<file path="src/rtl/spi_master_gen_pkg.sv">
// Shared definitions for the SPI master: FSM state encoding and parameter range checks.
package spi_master_gen_pkg;

    typedef enum logic [2:0] {
        IDLE  = 3'd0,
        LEAD  = 3'd1,
        XFER  = 3'd2,
        TRAIL = 3'd3,
        HOLD  = 3'd4,
        GAP   = 3'd5
    } state_e;

    localparam int DATA_W_MIN  = 2;
    localparam int DATA_W_MAX  = 32;
    localparam int NUM_CS_MIN  = 1;
    localparam int NUM_CS_MAX  = 8;
    localparam int CLK_DIV_MIN = 2;

    function automatic bit params_ok(input int data_w, input int num_cs, input int clk_div);
        return (data_w >= DATA_W_MIN) && (data_w <= DATA_W_MAX) &&
               (num_cs >= NUM_CS_MIN) && (num_cs <= NUM_CS_MAX) &&
               (clk_div >= CLK_DIV_MIN);
    endfunction

    function automatic int cs_width(input int num_cs);
        return (num_cs > 1) ? $clog2(num_cs) : 1;
    endfunction

endpackage

</file>
<file path="src/rtl/spi_master_gen_tick.sv">
// Half-period tick divider: pulses tick once every MOD enabled cycles, restarts whenever disabled.
module spi_master_gen_tick #(
    parameter int MOD = 2
) (
    input  logic clk,
    input  logic rst,
    input  logic en,
    output logic tick
);

    localparam int CNT_W = $clog2(MOD);
    localparam logic [CNT_W-1:0] LAST = CNT_W'(MOD - 1);

    logic [CNT_W-1:0] cnt_q, cnt_d;

    assign tick = en && (cnt_q == LAST);

    always_comb begin
        cnt_d = cnt_q + 1'b1;
        if (!en || tick) begin
            cnt_d = '0;
        end
    end

    always_ff @(posedge clk or posedge rst) begin
        if (rst) begin
            cnt_q <= '0;
        end else begin
            cnt_q <= cnt_d;
        end
    end

endmodule

</file>
<file path="src/rtl/spi_master_gen.sv">
// Generic SPI master: per-transfer CPOL/CPHA/bit order, multiple chip selects, CS-hold bursts.
module spi_master_gen
    import spi_master_gen_pkg::*;
#(
    parameter int DATA_W  = 8,
    parameter int NUM_CS  = 2,
    parameter int CLK_DIV = 50,
    localparam int CS_W   = cs_width(NUM_CS)
) (
    input  logic              clk,
    input  logic              rst,
    input  logic              tx_valid,
    output logic              tx_ready,
    input  logic [DATA_W-1:0] tx_data,
    input  logic              cpol,
    input  logic              cpha,
    input  logic              lsb_first,
    input  logic [CS_W-1:0]   cs_sel,
    input  logic              cs_hold,
    output logic              rx_valid,
    output logic [DATA_W-1:0] rx_data,
    output logic              busy,
    output logic              sclk,
    output logic              mosi,
    input  logic              miso,
    output logic [NUM_CS-1:0] cs_n
);

    localparam int EDGE_W = $clog2(2 * DATA_W + 1);
    localparam logic [EDGE_W-1:0] LAST_EDGE = EDGE_W'(2 * DATA_W - 1);

    if (!params_ok(DATA_W, NUM_CS, CLK_DIV)) begin : g_param_check
        $error("spi_master_gen: DATA_W, NUM_CS or CLK_DIV out of range");
    end

    function automatic logic first_bit(input logic [DATA_W-1:0] w, input logic lsb);
        return lsb ? w[0] : w[DATA_W-1];
    endfunction

    function automatic logic [DATA_W-1:0] shift_out(input logic [DATA_W-1:0] w, input logic lsb);
        return lsb ? (w >> 1) : (w << 1);
    endfunction

    function automatic logic [DATA_W-1:0] shift_in(input logic [DATA_W-1:0] w, input logic lsb,
                                                   input logic b);
        return lsb ? {b, w[DATA_W-1:1]} : {w[DATA_W-2:0], b};
    endfunction

    // Out-of-range selects leave every line deasserted.
    function automatic logic [NUM_CS-1:0] cs_decode(input logic [CS_W-1:0] sel);
        logic [NUM_CS-1:0] m;
        m = '1;
        for (int i = 0; i < NUM_CS; i++) begin
            if (sel == CS_W'(i)) m[i] = 1'b0;
        end
        return m;
    endfunction

    state_e              state_q, state_d;
    logic                cpol_q, cpol_d, cpha_q, cpha_d, lsb_q, lsb_d, hold_q, hold_d;
    logic [DATA_W-1:0]   tx_sh_q, tx_sh_d, rx_sh_q, rx_sh_d;
    logic [EDGE_W-1:0]   edge_cnt_q, edge_cnt_d;
    logic                sclk_q, sclk_d, mosi_q, mosi_d;
    logic [NUM_CS-1:0]   cs_n_q, cs_n_d;
    logic                rx_valid_q, rx_valid_d, busy_q, busy_d, tx_ready_q, tx_ready_d;
    logic [DATA_W-1:0]   rx_data_q, rx_data_d;
    logic                tick, tick_en, accept;

    assign accept  = tx_valid && tx_ready_q;
    assign tick_en = (state_q == LEAD) || (state_q == XFER) || (state_q == TRAIL) || (state_q == GAP);

    spi_master_gen_tick #(.MOD(CLK_DIV)) u_tick (
        .clk  (clk),
        .rst  (rst),
        .en   (tick_en),
        .tick (tick)
    );

    always_comb begin
        state_d    = state_q;
        cpol_d     = cpol_q;
        cpha_d     = cpha_q;
        lsb_d      = lsb_q;
        hold_d     = hold_q;
        tx_sh_d    = tx_sh_q;
        rx_sh_d    = rx_sh_q;
        edge_cnt_d = edge_cnt_q;
        sclk_d     = sclk_q;
        mosi_d     = mosi_q;
        cs_n_d     = cs_n_q;
        rx_valid_d = 1'b0;
        rx_data_d  = rx_data_q;
        case (state_q)
            IDLE: begin
                sclk_d = cpol;
                if (accept) begin
                    cpol_d     = cpol;
                    cpha_d     = cpha;
                    lsb_d      = lsb_first;
                    hold_d     = cs_hold;
                    cs_n_d     = cs_decode(cs_sel);
                    mosi_d     = first_bit(tx_data, lsb_first);
                    tx_sh_d    = cpha ? tx_data : shift_out(tx_data, lsb_first);
                    edge_cnt_d = '0;
                    state_d    = LEAD;
                end
            end
            LEAD: begin
                sclk_d = cpol_q;
                if (tick) state_d = XFER;
            end
            XFER: begin
                // Even edge count means the next edge is a leading one; sample when that matches CPHA.
                if (tick) begin
                    sclk_d     = ~sclk_q;
                    edge_cnt_d = edge_cnt_q + 1'b1;
                    if (edge_cnt_q[0] == cpha_q) begin
                        rx_sh_d = shift_in(rx_sh_q, lsb_q, miso);
                    end else if (edge_cnt_q != LAST_EDGE) begin
                        mosi_d  = first_bit(tx_sh_q, lsb_q);
                        tx_sh_d = shift_out(tx_sh_q, lsb_q);
                    end
                    if (edge_cnt_q == LAST_EDGE) begin
                        edge_cnt_d = '0;
                        state_d    = TRAIL;
                    end
                end
            end
            TRAIL: begin
                sclk_d = cpol_q;
                if (tick) begin
                    rx_valid_d = 1'b1;
                    rx_data_d  = rx_sh_q;
                    if (hold_q) begin
                        state_d = HOLD;
                    end else begin
                        cs_n_d  = '1;
                        state_d = GAP;
                    end
                end
            end
            HOLD: begin
                sclk_d = cpol_q;
                if (accept) begin
                    hold_d     = cs_hold;
                    mosi_d     = first_bit(tx_data, lsb_q);
                    tx_sh_d    = cpha_q ? tx_data : shift_out(tx_data, lsb_q);
                    edge_cnt_d = '0;
                    state_d    = LEAD;
                end
            end
            GAP: begin
                sclk_d = cpol;
                cs_n_d = '1;
                if (tick) state_d = IDLE;
            end
            default: state_d = IDLE;
        endcase
        tx_ready_d = (state_d == IDLE) || (state_d == HOLD);
        busy_d     = (state_d != IDLE);
    end

    always_ff @(posedge clk or posedge rst) begin
        if (rst) begin
            state_q    <= IDLE;
            cpol_q     <= 1'b0;
            cpha_q     <= 1'b0;
            lsb_q      <= 1'b0;
            hold_q     <= 1'b0;
            tx_sh_q    <= '0;
            rx_sh_q    <= '0;
            edge_cnt_q <= '0;
            sclk_q     <= 1'b0;
            mosi_q     <= 1'b0;
            cs_n_q     <= '1;
            rx_valid_q <= 1'b0;
            rx_data_q  <= '0;
            busy_q     <= 1'b0;
            tx_ready_q <= 1'b0;
        end else begin
            state_q    <= state_d;
            cpol_q     <= cpol_d;
            cpha_q     <= cpha_d;
            lsb_q      <= lsb_d;
            hold_q     <= hold_d;
            tx_sh_q    <= tx_sh_d;
            rx_sh_q    <= rx_sh_d;
            edge_cnt_q <= edge_cnt_d;
            sclk_q     <= sclk_d;
            mosi_q     <= mosi_d;
            cs_n_q     <= cs_n_d;
            rx_valid_q <= rx_valid_d;
            rx_data_q  <= rx_data_d;
            busy_q     <= busy_d;
            tx_ready_q <= tx_ready_d;
        end
    end

    assign tx_ready = tx_ready_q;
    assign rx_valid = rx_valid_q;
    assign rx_data  = rx_data_q;
    assign busy     = busy_q;
    assign sclk     = sclk_q;
    assign mosi     = mosi_q;
    assign cs_n     = cs_n_q;

endmodule

</file>
<file path="config.mk">
export PLATFORM = sky130hd
export DESIGN_NAME = spi_master_gen
export DESIGN_NICKNAME = d
export VERILOG_FILES = /design/src/rtl/spi_master_gen_pkg.sv /design/src/rtl/spi_master_gen_tick.sv /design/src/rtl/spi_master_gen.sv
export SDC_FILE = /design/constraint.sdc
export NUM_CORES = 1
export LEC_CHECK = 0
export BUFFER_PORTS_ARGS = -buffer_cell sky130_fd_sc_hd__buf_2
export CORE_AREA = 2 2 89 91
export CTS_CLUSTER_DIAMETER = 30
export DETAILED_ROUTE_END_ITERATION = 16
export DIE_AREA = 0 0 91 93
export HOLD_SLACK_MARGIN = 0.06
export SYNTH_ARGS = -nofsm -noshare
export SYNTH_HDL_FRONTEND = slang
export SYNTH_SLANG_ARGS = --single-unit
</file>
<file path="constraint.sdc">
create_clock -name clk -period 3 [get_ports clk]
set_clock_uncertainty 0.2 [all_clocks]
set_input_delay 0.6 -clock clk [delete_from_list [all_inputs] [get_ports clk]]
set_output_delay 0.6 -clock clk [all_outputs]
set_load 0.05 [all_outputs]
</file>
# Word level (Yosys, flattened, before mapping)
# Cells that the tools add are included.
[classes] eq_ne=18 div_mod_pow=0 reduce_logical=26 add_sub_neg=2 n_shift=0 mux=44 bitwise=1 magnitude_cmp=0 mul=0
[op_table] op="$mux W8" count=11
[op_table] op="$pmux W8 S3" count=1
[op_table] op="$mux W3" count=6
[op_table] op="$mux W5" count=3
[op_table] op="$pmux W3 S5" count=1
[op_table] op="$mux W1" count=14
[op_table] op="$reduce_bool A3 Y1" count=4
[op_table] op="$pmux W5 S2" count=1
[op_table] op="$eq A3 B3 Y1 const B" count=3
[op_table] op="$ne A2 B1 Y1 const B" count=4
[op_table] op="$ne A2 B2 Y1 const B" count=4
[op_table] op="$reduce_and A2 Y1" count=4
[op_table] op="$add A6 B1 Y6 const B" count=1
[op_table] op="$eq A3 B2 Y1 const B" count=2
[op_table] op="$eq A6 B6 Y1 const B" count=1
[op_table] op="$logic_not A3 Y1" count=2
[op_table] op="$mux W2" count=3
[op_table] op="$mux W6" count=1
[op_table] op="$pmux W1 S3" count=2
[op_table] op="$pmux W2 S3" count=1
[op_table] op="$reduce_and A3 Y1" count=2
[op_table] op="$reduce_and A6 Y1" count=1
[op_table] op="$add A5 B1 Y5 const B" count=1
[op_table] op="$eq A5 B4 Y1 const B" count=1
[op_table] op="other kinds (11)" count=17
[word_totals] in_bits=17 memories=0 ramBits=0 regBits=49 out_inout_bits=15 rom_bits=0 latchBits=0

# Logic depth before layout (Yosys ltp)
[depth] depth_word=9 ltp_mapped=9 ltp_nobuf=6

# By module
# Synthesis repeated with hierarchy kept, for this count alone.
[hier_totals] hier_cells=289 area_unflattened_um2=2788.9
[by_module_without_submodules] module="spi_master_gen" area_each_um2=2504.9 n_inst=1 cells_per_inst=262 seq_area_each_um2=1078.5
[by_module_without_submodules] module="spi_master_gen_tick" area_each_um2=284.0 n_inst=1 cells_per_inst=27 seq_area_each_um2=150.1

# Least setup slack after synthesis
# Ideal clock, no wire load.
[synth_path] kind="reg2reg" startpoint="register u_tick.cnt_q[1]" endpoint="register tx_sh_q[0]" slack_ns=0.829 path_buffers=1 path_stages_with_launch=8 setup_ns=0.125 arrival_time_ns=1.847 cell_sequence="dfrtp_1 > inv_1 > ha_1 > nor4bb_1 > buf_4 > nand3_4 > o31ai_4 > mux2_2"
[synth_between] elab_chain_len=4
[synth_rtl] item="from (decl)" line_no="spi_master_gen_tick.sv:14" source="logic [CNT_W-1:0] cnt_q, cnt_d;"
[synth_rtl] item="from (signal assigned)" line_no="spi_master_gen_tick.sv:29" source="cnt_q <= cnt_d;"
[synth_rtl] item="$eq A6 B6 Y1" line_no="spi_master_gen_tick.sv:16" source="assign tick = en && (cnt_q == LAST);"
[synth_rtl] item="$logic_and A1 B1 Y1" line_no="spi_master_gen_tick.sv:16"
[synth_rtl] item="$ne A2 B1 Y1 (no source line)"
[synth_rtl] item="$reduce_and A6 Y1 (no source line)"
[synth_rtl] item="to (signal assigned)" line_no="spi_master_gen.sv:186" source="tx_sh_q <= tx_sh_d;"
[synth_rtl] item="to (decl)" line_no="spi_master_gen.sv:61" source="logic [DATA_W-1:0] tx_sh_q, tx_sh_d, rx_sh_q, rx_sh_d;"
# No other way between the ends.
# A chain may end at the register's enable or synchronous reset.

# Worst setup path in the final report
[layout_path] startpoint="register state_q[1]" endpoint="register tx_sh_q[1]"
[layout_between] elab_chain_len=7
[layout_rtl] item="from (decl)" line_no="spi_master_gen.sv:59" source="state_e state_q, state_d;"
[layout_rtl] item="from (signal assigned)" line_no="spi_master_gen.sv:181" source="state_q <= state_d;"
[layout_rtl] item="$eq A3 B1 Y1 / $eq A3 B2 Y1 (equally long branches)" line_no="spi_master_gen.sv:70, spi_master_gen.sv:93"
[layout_rtl] item="$logic_or A1 B1 Y1 (3 in series)" line_no="spi_master_gen.sv:70" source="assign tick_en = (state_q == LEAD) || (state_q == XFER) || (state_q == TRAIL) || (state_q == GAP);"
[layout_rtl] item="$logic_and A1 B1 Y1" line_no="spi_master_gen_tick.sv:16"
[layout_rtl] item="$ne A2 B1 Y1 (no source line)"
[layout_rtl] item="$reduce_and A6 Y1 (no source line)"
# Parallel ways exist; a longest one is shown, timed or not.

==> results.md <==
- Largest cells by area after synthesis: dfrtp_1 (40%), mux2_2 (14%), mux2i_1 (5.2%)
- Critical-path cell list: nor3b_4, nand3_4, o31ai_4, mux2_2
- Dominant cell type by area after synthesis: dfrtp_1
- R2r setup slk: 0.60 ns
- Synth cell types: 53
- R2r startpoint: state_q[1]
- # hold bufs at CTS: 0
- Global route overflow: 0
- H-tree levels: 2
- Vias in the first global route: slightly above 2,000
- Num CTS Buffers: 5
- # setup viols final: 0
- Fin crit period: approximately 2.4 ns
- First-pass GRT wire length: just over 10,000 µm
- Iteration count of the initial detailed-routing pass: 4
- Largest net degree at the start of global routing: 50
- Final setup TNS: 0 ns
- Worst setup endpoint: tx_sh_q[1]
- PwrDens: 370.1 mW/mm²
- Worst Setup SP: state_q[1]
- CTS root buffer: clkbuf_8
- CP endpoint kind: register
- CTS clock-pin slew for the worst setup and hold paths: about 0.09 ns
- N_diodes: 0
- Synth Flop Type: dfrtp_1
- Core Region: roughly 0.0075 mm²
- Clock Path Buffers: 2
- Post-Syn Area: about 0.0029 mm²
- Max VDD drop: just under 0.2 mV
- Yosys warning count: 0
- Number of enable flip-flop cells after synthesis: 0
- Num rows: 32
- Seq pwr share: roughly 55%
- Fin crit share: about four fifths
- Critical R2R Capture: tx_sh_q[1]
- Status: finished, final reports clean
- WP depth: 4
- Cells after synthesis: 277
- Via/cell ratio: about 5.3
- TritonCTS clock tree: built
- Final Hold Fails: 0
- Clock latency at the later pin of the worst-skew pair: 0.30 ns
- Slew @ Worst Pin: between 1 and 1.5 ns
- Yosys top cell area share: about two fifths
- Comb pwr share: 6.5%
- Number of port buffers: 31
- Seq/Total Area, Yosys: between 40 and 50%
- Register area: ~0.0012 mm²
- Die area: between 0.008 and 0.009 mm²
- Clk sink count: about 50
- CTS resizes: 0
- Worst path slowest cell: dfrtp_1
- CP bufs+invs: 0
- Via count: approximately 2,100
- Clk pwr share: 38.9%
- CP top delay family: flip-flops
- Crit Path Class: register to register
- Most frequent cells in the layout: dfrtp_1 (47), mux2_2 (35), buf_2 (31)
- Leakage: approximately 1.4 nW
- Nets@finish: between 300 and 400
- Syn nets: approximately 300
- Worst Hold Class: input pin to asynchronous set/reset pin
- Post-CTS Setup Bufs: 0
- Int Pwr: roughly 0.95 mW
- RSZ-0062 raised after global routing: false
- CP Launch Type: register
- Fill count: about 760
- Synthesis-to-finish area growth: 12.57%
- Detailed-route wire length: 6095 µm
- Initial core utilization: 38.61%
- Switching share of total power: a little over a fifth
- Die height: between 90 and 100 µm
- Io pins: 32
- Gr usage total: between 10% and 20%
- Final GP Congestion: between 0.7 and 0.8
- Post-DP HPWL: 4314 µm
- #FFs+latches synth: 49
- Die width: between 90 and 100 µm
- Slew HR: 29.80%
- Initial antenna violation count: 0
- Max-cap violations: 0
- WP data arrival: about 2.4 ns
- Switching Power: between 0.2 and 0.3 mW
- Layout cell share with drive strength beyond 1: 29.28%
- R2R depth: 4
- Mean area per synthesized cell: 10.49 µm²
- Drt wl/cell: approximately 15 µm
- Footprint of the multi-input gates: 0.001563 mm²
- Critical path required time: about 3.0 ns
- Slowest cell delay on critical path: about 0.60 ns
- Final Util: approximately 43%
- DR iter-0 viols: around 150
- DRC Markers: 0
- Maximum fanout along the worst path: 15
- Post-synth ARST share: 100.0%
- Final Max Slew Viols: 0
- Post-route ant nets: 0
- Highest clock rate: 416.1 MHz
- Commonest non-fill, non-tap cell in the layout: dfrtp_1
-- worst min-delay path by stage --
stage	startpoint	to	slack, ns	depth (start not counted)
after floorplan	edge_cnt_q[4]	edge_cnt_q[4]	0.25	1
after global placement	u_tick.cnt_q[0]	u_tick.cnt_q[0]	0.28	1
after detailed placement	hold_q	hold_q	0.28	1
after CTS	rst	state_q[1]	0.27	3
after global routing	rst	edge_cnt_q[0]	0.31	3
final	rst	state_q[1]	0.25	3
-- metrics by stage --
stage | hold slack [ns] | setup slack [ns] | cell area (µm²) | std cells | power (mW)
floorplan | 0.2544 | 0.8286 | 2907 | 277 | 0.7228
global placement | 0.2817 | 0.6626 | 3161 | 398 | 0.7535
detailed placement | 0.2832 | 0.5926 | 3161 | 398 | 0.7537
CTS | 0.2662 | 0.5585 | 3272 | 406 | 1.236
global route | 0.3108 | 0.4129 | 3272 | 406 | 1.266
finish | 0.2465 | 0.5968 | 3272 | 406 | 1.211
-- metal layers --
layer	track usage (%)	share of wire, %
met2	23.27	47
met4	4.293	0.85
met5	0	0
met1	21.53	49
met3	2.176	3.3
-- sequential cells by signal, indices dropped and copies added (netlist names), 2 cells and up --
signal and flops:
tx_sh_q 8, state_q 3, cs_n 2, rx_sh_q 8, rx_data 8, u_tick.cnt_q 6, edge_cnt_q 5
-- worst register-to-register path, cell delays in order, from the launching register on --
cell and delay, ns:
dfrtp_1 0.60, nor3b_4 0.39, nand3_4 0.18, o31ai_4 0.53, mux2_2 0.40
-- cells in the mapped netlist (2+ instances only) --
master	count
dfrtp_1	47
mux2_2	35
inv_1	7
nand2b_1	16
nor2b_1	4
o211ai_1	14
nor2_1	22
mux2i_1	15
o21ai_0	5
o31ai_1	3
buf_1	4
buf_2	8
nand2_1	7
xnor2_1	5
a21oi_1	17
dfstp_2	2
xor2_1	3
ha_1	3
a22oi_1	2
o221ai_1	6
nor3b_1	2
o21a_1	2
a22o_1	3
clkbuf_1	7
nand3_1	7
nand3b_1	4
-- cell type report --
type / instances / share of cell area [%]
multi-input combinational: 201 / 47.76
timing repair buffer: 39 / 6.577
tap: 102 / 3.901
clock inverter: 2 / 1.185
sequential: 49 / 37.55
clock buffer: 6 / 2.218
inverter: 7 / 0.8031
-- kinds of logic after synthesis --
family | synth area share (%)
AND/OR/NAND/NOR | 14.85
AO/OA/AOI/OAI | 16.10
multiplexers | 19.11
flip-flops | 42.27
buffers and inverters | 3.961
XOR/XNOR | 2.411
adder cells (fa/ha/maj) | 1.292
-- power groups by stage --
stage / clock [mW] / combinational, mW / sequential, mW
4_1_cts: 0.495 / 0.0797 / 0.661
3_5_place_dp: 0 / 0.0795 / 0.674
3_3_place_gp: 0 / 0.0793 / 0.674
5_1_grt: 0.517 / 0.0875 / 0.661
2_1_floorplan: 0 / 0.0462 / 0.677
6_report: 0.471 / 0.0786 / 0.661
Note: power is estimated with default switching activity, not from simulation.
